### config.mk
export PLATFORM = sky130hd
export DESIGN_NAME = conv_mac_accumulator_flat
export DESIGN_NICKNAME = d
export VERILOG_FILES = /design/src/rtl/conv_pkg.sv /design/src/rtl/conv_mac_accumulator_if.sv /design/src/rtl/conv_acc_sat.sv /design/src/rtl/conv_mac_accumulator.sv /design/src/flat_wrapper.sv
export SDC_FILE = /design/constraint.sdc
export NUM_CORES = 1
export LEC_CHECK = 0
export CORE_MARGIN = 3
export CORE_UTILIZATION = 50
export DETAILED_ROUTE_END_ITERATION = 8
export GPL_ROUTABILITY_DRIVEN = 0
export PLACE_DENSITY = 0.79
export SYNTH_ARGS = -nofsm -noshare
export SYNTH_HDL_FRONTEND = slang
export SYNTH_SLANG_ARGS = --single-unit
### constraint.sdc
create_clock -name clk -period 3.23 [get_ports clk]
set_input_delay 0.4845 -clock clk [delete_from_list [all_inputs] [get_ports clk]]
set_output_delay 0.4845 -clock clk [all_outputs]
set_load 0.01 [all_outputs]
### src/rtl/conv_pkg.sv
// Shared types and widths for the convolution multiply-accumulate datapath.
package conv_pkg;

   localparam int PROD_W = 32;
   localparam int SUM_W  = 32;

   typedef enum logic [0:0] {
      ACCUM = 1'b0,
      HOLD  = 1'b1
   } state_e;

endpackage

### src/rtl/conv_mac_accumulator_if.sv
// Product-in / window-sum-out handshake bundle of conv_mac_accumulator.
interface conv_mac_accumulator_if;
   import conv_pkg::*;

   logic [PROD_W-1:0] prod_i;
   logic              prod_valid_i;
   logic              prod_ready_o;
   logic [SUM_W-1:0]  sum_o;
   logic              sum_valid_o;
   logic              sum_ready_i;
   logic              ovf_o;
   logic [7:0]        tap_o;

   modport slave (
      input  prod_i, prod_valid_i, sum_ready_i,
      output prod_ready_o, sum_o, sum_valid_o, ovf_o, tap_o
   );

   modport master (
      output prod_i, prod_valid_i, sum_ready_i,
      input  prod_ready_o, sum_o, sum_valid_o, ovf_o, tap_o
   );

endinterface

### src/rtl/conv_acc_sat.sv
// Wide accumulator to 32-bit result: overflow detect, plus clamp when
// CONV_ACC_SATURATE_EN is defined (plain truncation otherwise).
module conv_acc_sat
   import conv_pkg::*;
#(
   parameter int ACC_W = 40
) (
   input  logic [ACC_W-1:0] acc_i,
   output logic [SUM_W-1:0] sum_o,
   output logic             ovf_o
);

   assign ovf_o = |acc_i[ACC_W-1:SUM_W];

`ifdef CONV_ACC_SATURATE_EN
   assign sum_o = ovf_o ? '1 : acc_i[SUM_W-1:0];
`else
   assign sum_o = acc_i[SUM_W-1:0];
`endif

endmodule

### src/rtl/conv_mac_accumulator.sv
// Streaming accumulate of KERNEL_LEN products per window with a held result.
// Output clamping is selected by CONV_ACC_SATURATE_EN (see conv_acc_sat).
module conv_mac_accumulator
   import conv_pkg::*;
#(
   parameter int KERNEL_LEN = 9,   // 2..255
   parameter int ACC_W      = 40   // >= 32 + clog2(KERNEL_LEN)
) (
   input  logic                   clk,
   input  logic                   rst_n,
   conv_mac_accumulator_if.slave  bus
);

   localparam logic [7:0] LAST_TAP = 8'(KERNEL_LEN - 1);

   state_e           state_q, state_d;
   logic [ACC_W-1:0] acc_q, acc_d, acc_sum;
   logic [7:0]       tap_q, tap_d;
   logic [SUM_W-1:0] sum_q, sum_d, sat_sum;
   logic             ovf_q, ovf_d, sat_ovf;
   logic             beat, last_beat;

   assign beat      = bus.prod_valid_i && (state_q == ACCUM);
   assign last_beat = beat && (tap_q == LAST_TAP);

   // Tap 0 loads instead of adding, so a new window needs no clear cycle.
   assign acc_sum = (tap_q == '0) ? ACC_W'(bus.prod_i) : acc_q + ACC_W'(bus.prod_i);
   assign acc_d   = beat ? acc_sum : acc_q;

   // Result is formatted from the next accumulator value so it lands in
   // the output register on the same edge as the last tap.
   conv_acc_sat #(.ACC_W(ACC_W)) u_sat (
      .acc_i (acc_sum),
      .sum_o (sat_sum),
      .ovf_o (sat_ovf)
   );

   always_comb begin
      // NOTE: every target gets a default first, so no path can infer a latch.
      state_d = state_q;
      tap_d   = tap_q;
      sum_d   = sum_q;
      ovf_d   = ovf_q;
      if (beat) tap_d = last_beat ? '0 : tap_q + 8'd1;
      if (last_beat) begin
         state_d = HOLD;
         sum_d   = sat_sum;
         ovf_d   = sat_ovf;
      end else if (state_q == HOLD && bus.sum_ready_i) begin
         state_d = ACCUM;
      end
   end

   // NOTE: state uses non-blocking assignments so all registers update together.
   always_ff @(posedge clk or negedge rst_n) begin
      if (!rst_n) begin
         state_q <= ACCUM;
         acc_q   <= '0;
         tap_q   <= '0;
         sum_q   <= '0;
         ovf_q   <= 1'b0;
      end else begin
         state_q <= state_d;
         acc_q   <= acc_d;
         tap_q   <= tap_d;
         sum_q   <= sum_d;
         ovf_q   <= ovf_d;
      end
   end

   // prod_ready_o is decoded from state alone, never from sum_ready_i.
   assign bus.prod_ready_o = (state_q == ACCUM);
   assign bus.sum_valid_o  = (state_q == HOLD);
   assign bus.sum_o        = sum_q;
   assign bus.ovf_o        = ovf_q;
   assign bus.tap_o        = tap_q;

endmodule

### src/flat_wrapper.sv
// flat-port wrapper written by rule: the top's interface ports become plain ports
module conv_mac_accumulator_flat import conv_pkg::*;
#(
   parameter int KERNEL_LEN = 9,            
   parameter int ACC_W      = 40                               
)
  (clk, rst_n, bus_prod_i, bus_prod_valid_i, bus_sum_ready_i, bus_prod_ready_o, bus_sum_o, bus_sum_valid_o, bus_ovf_o, bus_tap_o);
  conv_mac_accumulator_if bus_i ();
  input  logic clk;
  input  logic rst_n;
  input wire logic [$bits(bus_i.prod_i)-1:0] bus_prod_i;
  input wire logic [$bits(bus_i.prod_valid_i)-1:0] bus_prod_valid_i;
  input wire logic [$bits(bus_i.sum_ready_i)-1:0] bus_sum_ready_i;
  output wire logic [$bits(bus_i.prod_ready_o)-1:0] bus_prod_ready_o;
  output wire logic [$bits(bus_i.sum_o)-1:0] bus_sum_o;
  output wire logic [$bits(bus_i.sum_valid_o)-1:0] bus_sum_valid_o;
  output wire logic [$bits(bus_i.ovf_o)-1:0] bus_ovf_o;
  output wire logic [$bits(bus_i.tap_o)-1:0] bus_tap_o;
  assign bus_i.prod_i = bus_prod_i;
  assign bus_i.prod_valid_i = bus_prod_valid_i;
  assign bus_i.sum_ready_i = bus_sum_ready_i;
  assign bus_prod_ready_o = bus_i.prod_ready_o;
  assign bus_sum_o = bus_i.sum_o;
  assign bus_sum_valid_o = bus_i.sum_valid_o;
  assign bus_ovf_o = bus_i.ovf_o;
  assign bus_tap_o = bus_i.tap_o;
  conv_mac_accumulator #(.KERNEL_LEN(KERNEL_LEN), .ACC_W(ACC_W)) u_core (.clk(clk), .rst_n(rst_n), .bus(bus_i));
endmodule
==> results of run 1 <==
worst max-delay path by stage:
stage | from | to | slack [ns] | depth (start not counted)
6_report | u_core.acc_q[0]$_DFFE_PN0P_ | u_core.bus.ovf_o$_DFFE_PN0P_ | 0.09 | 12
5_1_grt | u_core.acc_q[0]$_DFFE_PN0P_ | u_core.bus.ovf_o$_DFFE_PN0P_ | -0.02 | 12
4_1_cts | bus_prod_i[0] | u_core.bus.ovf_o$_DFFE_PN0P_ | 0.007 | 14
3_5_place_dp | bus_prod_i[4] | u_core.bus.ovf_o$_DFFE_PN0P_ | -0.79 | 11
3_3_place_gp | bus_prod_i[12] | u_core.bus.ovf_o$_DFFE_PN0P_ | -0.59 | 11
2_1_floorplan | bus_prod_i[0] | u_core.bus.ovf_o$_DFFE_PN0P_ | 0.04 | 11
stage by stage:
stage               util (%)  hold WS [ns]  setup TNS [ns]
floorplan                  -         0.189               0
global placement        66.5         0.459           -7.14
detailed placement      66.5         0.463          -10.23
CTS                     68.7         0.346               0
global route            70.7         0.386         -0.0162
finish                  70.7         0.277               0
report_power, final:
part	switching, W	internal (W)
Sequential	0.000346	0.00148
Clock	0.000404	0.000359
Combinational	0.00260	0.00229
Total	0.00335	0.00413
repair_timing:
action,4_1_cts,5_1_grt
setup buffers,1,5
gates resized for setup,6,32
pin swaps,3,9
endpoints found under the setup margin,12,9
layer usage:
metal | share of wire, % | vias up
li1 | - | 2745
met1 | 45 | 2731
met2 | 47 | 215
met3 | 5.4 | 35
met4 | 2.2 | 0
met5 | 0 | -
flip-flops by register name, summed over array words and instances, names as in the netlist:
| name | count |
|---|---|
| u_core.acc_q | 40 |
| u_core.bus.ovf_o | 1 |
| u_core.bus.sum_o | 32 |
| u_core.bus.sum_valid_o | 1 |
| u_core.bus.tap_o | 8 |
final cells by class:
class                           instances  area [um^2]
Multi-Input combinational cell        555         3460
Fill cell                             811         3090
Sequential cell                        82         2050
Timing Repair Buffer                  174         1520
Tap cell                              136          170
Clock buffer                           10          128
Inverter                               18         67.6
Clock inverter                          6         66.3
cells in the mapped netlist (2+ instances only):
master     count
a21oi_1       59
o21ai_0       88
o211a_1        2
a22o_1         2
o21ai_1        6
nand2_1      143
ha_1          34
o31a_1         2
o21bai_1       4
and3_1        14
nor4_1         4
nor2b_1        2
a21o_1        16
or4_1          3
o2111ai_1      2
a31oi_1       12
nand3_1       15
nand2b_1       3
a21oi_2        2
clkbuf_1      35
or3_1          6
a211oi_1       2
nand4_1        8
a211oi_2       2
dfrtp_1       82
o21a_1         6
o211ai_1       4
and2_1         5
a21boi_0       2
mux2i_1        3
nor3_1        11
nor2_1        38
xnor2_1       16
inv_1         18
o31ai_1        7
xor2_1        15
worst max-delay path, cell delays in order, from the launching register on:
cell,delay [ns]
dfrtp_1,0.39
ha_2,0.20
fa_2,0.37
a21o_1,0.22
a221oi_2,0.21
buf_4,0.16
o31a_1,0.20
a21oi_2,0.10
o31ai_4,0.23
a211oi_2,0.14
o211a_1,0.26
or4_1,0.46
a31oi_1,0.14
cell families (layout without fill, tap and decap cells):
family	after synthesis	in the layout	share of synthesized area (%)
and+or+nand+nor	257	257	20.8
buffers and inverters	54	208	3.69
DFF	82	82	37.1
adders and majority gates	35	35	8.06
AOI/OAI and AO/OA	229	229	24.9
muxes	3	3	0.543
xor gates and xnor gates	31	31	4.91
==> flow_metrics.tcl, run 1 <==
set metrics [dict create \
    rr_worst_depth 12 \
    drtPass1Iterations 5 \
    cts_root_buffer "clkbuf_8" \
    relSlewSlack_pct 27.4 \
    use_met2_pct 41.7 \
    status "complete, no violations" \
    cts_sinks 82 \
    critPathMaxFanout 3 \
    cts_buffer_depth 2 \
    num_rows 37 \
    syn_inst 691 \
    yosysTopAreaCellShare_pct 37.1 \
    io_pins 79 \
    final_common_cell "nand2_1" \
    dp_slack_ns -0.785 \
    cts_tree "done" \
    critical_path_arrival_ns 3.44 \
    fin_nets 911 \
    critPathKind "reg2reg" \
    synthToLayoutAreaGrowth_pct 35.0 \
    synth_edf_count 0 \
    hold_path.class "in2async" \
    wire_per_inst_um 16.5 \
    cts_hold_buf 0 \
    num_vias 5726 \
    p_leak_nw 3.44 \
    grt_antenna_before_repair 0 \
    instances_no_fill 981 \
    period_share_pct 97.2 \
    layout_setup_ws_ns 0.0899 \
    ant_nets 0 \
    max_clock_freq_mhz 318 \
    r2r_start "u_core.acc_q[0]$_DFFE_PN0P_" \
    end_kind "flip-flop" \
    ys_ff_latch 82 \
    clk-insertion-delay-late_ns 0.37 \
    finalHoldViolCount 0 \
    cts_htree_levels 3 \
    synthFlopType "dfrtp_1" \
    yosysWarnings 0 \
    synth_top_area_cell "dfrtp_1" \
    setup_viol 0 \
    grt_max_degree 83 \
    synth_area_um2 5530 \
    clock_skew_ns 0.0121 \
    die-width_um 111 \
    yosysSeqAreaShare_pct 37.1 \
    avgSynthCellArea_um2 8.00 \
    synthDistinctLibCells 54 \
    io_buffers 78 \
    num_antenna_cells 0 \
    drt_iter0_markers 447 \
    final_area_um2 7460 \
    place_area_um2 7020 \
    wl_um 16200 \
    synth_nets 762 \
    vias_per_cell 5.84 \
    mostFrequentLayoutCells "142 x nand2_1, 97 x buf_4, 86 x o21ai_0, 82 x dfrtp_1, 70 x clkdlybuf4s50_1" \
    r2r_setup_slack_ns 0.09 \
    core_area_um2 10600 \
    grt_use_total_pct 25.6 \
    dp_hpwl_um 11400 \
    grt_pass1_wl_um 26600 \
    p_per_area_nw_per_um2 1000 \
    fin_crit_ns 3.14 \
    start_util_pct 52.4 \
    maxCapViolations 0 \
    async_flop_share_pct 100 \
    rsz0062_at_grt "yes" \
    die_area_um2 12400 \
    gr-total-overflow 0 \
    tightest_slew_ns 1.09 \
    p_total_w 0.00748 \
    numCtsBuffers 9 \
    clk_pin_slew_worst_paths_ns 0.09 \
    grt_pass1_vias 5700 \
    vdd_drop_max_mv 0.505 \
    slew_viol_final 0 \
    busiest_layer "met2" \
    use_met1_pct 34.5 \
    drc_errors 0 \
    fp.dieH_um 111 \
    synth_area_leaders "dfrtp_1 37%, nand2_1 9.7%, o21ai_0 8.0%" \
    grt_use_met3_pct 3.60 \
    crit_required_ns 3.53 \
    critPathLaunchType "flip-flop" \
    drive_gt1_share_pct 17.8 \
    reg2reg_to "u_core.bus.ovf_o$_DFFE_PN0P_" \
    dpl.cell_count 959 \
]
No activity file was read; power rests on OpenSTA's default activity.
==> run 2: changes to the inputs <==
--- a/config.mk
+++ b/config.mk
@@ -7,8 +7,11 @@
 export LEC_CHECK = 0
 export CORE_MARGIN = 3
 export CORE_UTILIZATION = 50
+export CTS_CLUSTER_DIAMETER = 50
+export CTS_CLUSTER_SIZE = 12
 export DETAILED_ROUTE_END_ITERATION = 8
 export GPL_ROUTABILITY_DRIVEN = 0
+export HOLD_SLACK_MARGIN = 0.06
 export PLACE_DENSITY = 0.79
 export SYNTH_ARGS = -nofsm -noshare
 export SYNTH_HDL_FRONTEND = slang
==> results of run 2 <==
Final layout, timing and power as in run 1 (identical DEF).
==> patch, RTL diff (config.mk and constraints of run 2) <==
`PROD_W`: 32 -> 48.
--- a/src/rtl/conv_pkg.sv
+++ b/src/rtl/conv_pkg.sv
@@ -1,7 +1,7 @@
 // Shared types and widths for the convolution multiply-accumulate datapath.
 package conv_pkg;
 
-   localparam int PROD_W = 32;
+   localparam int PROD_W = 48;
    localparam int SUM_W  = 32;
 
    typedef enum logic [0:0] {
Interface: changed (resized bus_prod_i); port bits go from 79 to 95. No check against the original RTL was run, so the function may have changed too.
==> patch against run 2 <==
Non-clock buffer count down 23. Die area up 4.4%. Final area down 0.15%. Synthesized area up 4.7%. Sequential share of layout area about the same. Worst setup slack better by 58 ps. Routed wire length up 0.91%. Total power up 7.4%. Sequential cell count unchanged. Count of clock-buffer cells in the layout up 1. Critical path type is now input port to flop. Critical endpoint is now u_core.acc_q[32]. Largest power group unchanged. Highest routed layer unchanged.
==> patch: results (changes against run 2) <==
{| class="wikitable"
! Metric !! Value
|-
| Met3 capacity usage during global routing || 5.25% (+1.6 points)
|-
| Non-clk buf share || 18.1% (-2.3 points)
|-
| Filler-free cell count of the finished design || 979 (-0.20%)
|-
| Final instance area || 0.00745 mm² (-0.15%)
|-
| Number of multi-input combinational cells || 575 (+3.6%)
|-
| Clock skew || 8.91 ps (-3.20 ps)
|-
| Sum of net half-perimeters after detailed placement || 12100 µm (+6.2%)
|-
| Share of the yosys chip area belonging to registers || 35.5% (-1.7 points)
|-
| Port Buffer Count || 86 (+10%)
|-
| CTS root buf || sky130_fd_sc_hd__clkbuf_16
|-
| Floorplan Core Area || 0.0111 mm² (+5.0%)
|-
| Worst hold slack across all endpoints || 286 ps (+9.14 ps)
|-
| Slew of the pin with the lowest slew margin || 1050 ps (-40.1 ps)
|-
| R2R Setup Slk || 360 ps (+270 ps)
|-
| Data arrival time of the critical path || 3350 ps (-90 ps)
|-
| Area after DPL || 0.00715 mm² (+1.9%)
|-
| R2R depth || 11 (-1)
|-
| Outcome || completed
|-
| Clk pin slew, worst setup/hold paths || 70 ps (-20 ps)
|-
| WL/cell || 16.7 µm (+1.1%)
|-
| Number of setup buffers added after CTS || 0 (-1)
|-
| Unique cell type count in the Yosys netlist || 61 (+13%)
|-
| Met3 layer wire length in the routed design || 943 µm (+6.8%)
|-
| Routed metal-1 wire length || 7410 µm (+1.3%)
|-
| Vias per std cell || 5.97 (+2.3%)
|-
| GRT Resource Usage Total || 26.1% (+0.49 points)
|-
| Top area cells in the synthesized netlist || sky130_fd_sc_hd__dfrtp_1 (35%), sky130_fd_sc_hd__ha_1 (8.9%), sky130_fd_sc_hd__nand2_1 (8.6%)
|-
| Flip-flop and latch share of the layout cell area || 27.5% (+0.042 points)
|-
| Number of DRC violations after detailed-routing iteration 0 || 456 (+2.0%)
|-
| Global-route wire length before repair || 27400 µm (+3.1%)
|-
| Final-layout fill cell count || 893 (+10%)
|-
| Fraction of final layout cells sized beyond drive strength 1 || 11.9% (-5.8 points)
|-
| Post-synth net total || 806 (+5.8%)
|-
| Sequential fraction of design power || 22.5% (-1.9 points)
|-
| Clk cell area share || 3.63% (+1.0 points)
|}
patch: cell types whose count changed in the layout (fill, tap and decap cells not counted), moves of 8 or more:
| cell | before | now |
|---|---|---|
| sky130_fd_sc_hd__nand2_1 | 142 | 132 |
| sky130_fd_sc_hd__ha_1 | 25 | 41 |
| sky130_fd_sc_hd__o21ai_0 | 86 | 74 |
| sky130_fd_sc_hd__mux2i_1 | 3 | 11 |
| sky130_fd_sc_hd__o21ai_1 | 7 | 19 |
| sky130_fd_sc_hd__clkdlybuf4s50_1 | 70 | 85 |
| sky130_fd_sc_hd__buf_4 | 97 | 66 |
| sky130_fd_sc_hd__clkbuf_16 | 0 | 9 |
| sky130_fd_sc_hd__clkbuf_8 | 9 | 0 |
patch: cells by family (layout without fill, tap and decap cells):
group / Yosys count / in the layout / share of synthesized area, %
simple gates: 252 / 252 / 19.3
buf+inv: 55 / 182 / 3.74
xor+xnor: 36 / 36 / 5.45
flops: 82 / 82 / 35.5
compound gates: 233 / 233 / 24.7
fa+ha+maj: 42 / 42 / 9.21
mux: 12 / 12 / 2.08
patch: timing repair:
item                                    in CTS  in global routing
endpoints found under the setup margin       0                  7
hold buffers                                 0                  0
gates resized for setup                      0                  6
patch: worst max-delay path by stage:
stage,slack (ps),from,to,cells past startpoint
floorplan,510,bus_prod_i[0],u_core.bus.sum_o[16],11
global placement,-240,bus_prod_i[0],u_core.bus.ovf_o,12
detailed placement,-280,bus_prod_i[0],u_core.bus.ovf_o,13
CTS,60,bus_prod_i[0],u_core.bus.ovf_o,12
global route,20,bus_prod_i[25],u_core.bus.ovf_o,11
finish,150,bus_prod_i[0],u_core.acc_q[32],12
patch: worst max-delay path: cells and delay by family:
family	cells	cell delay, ps
and+or+nand+nor	1	100
buffers and inverters	1	440
adders and majority gates	2	670
AOI/OAI and AO/OA	8	1660
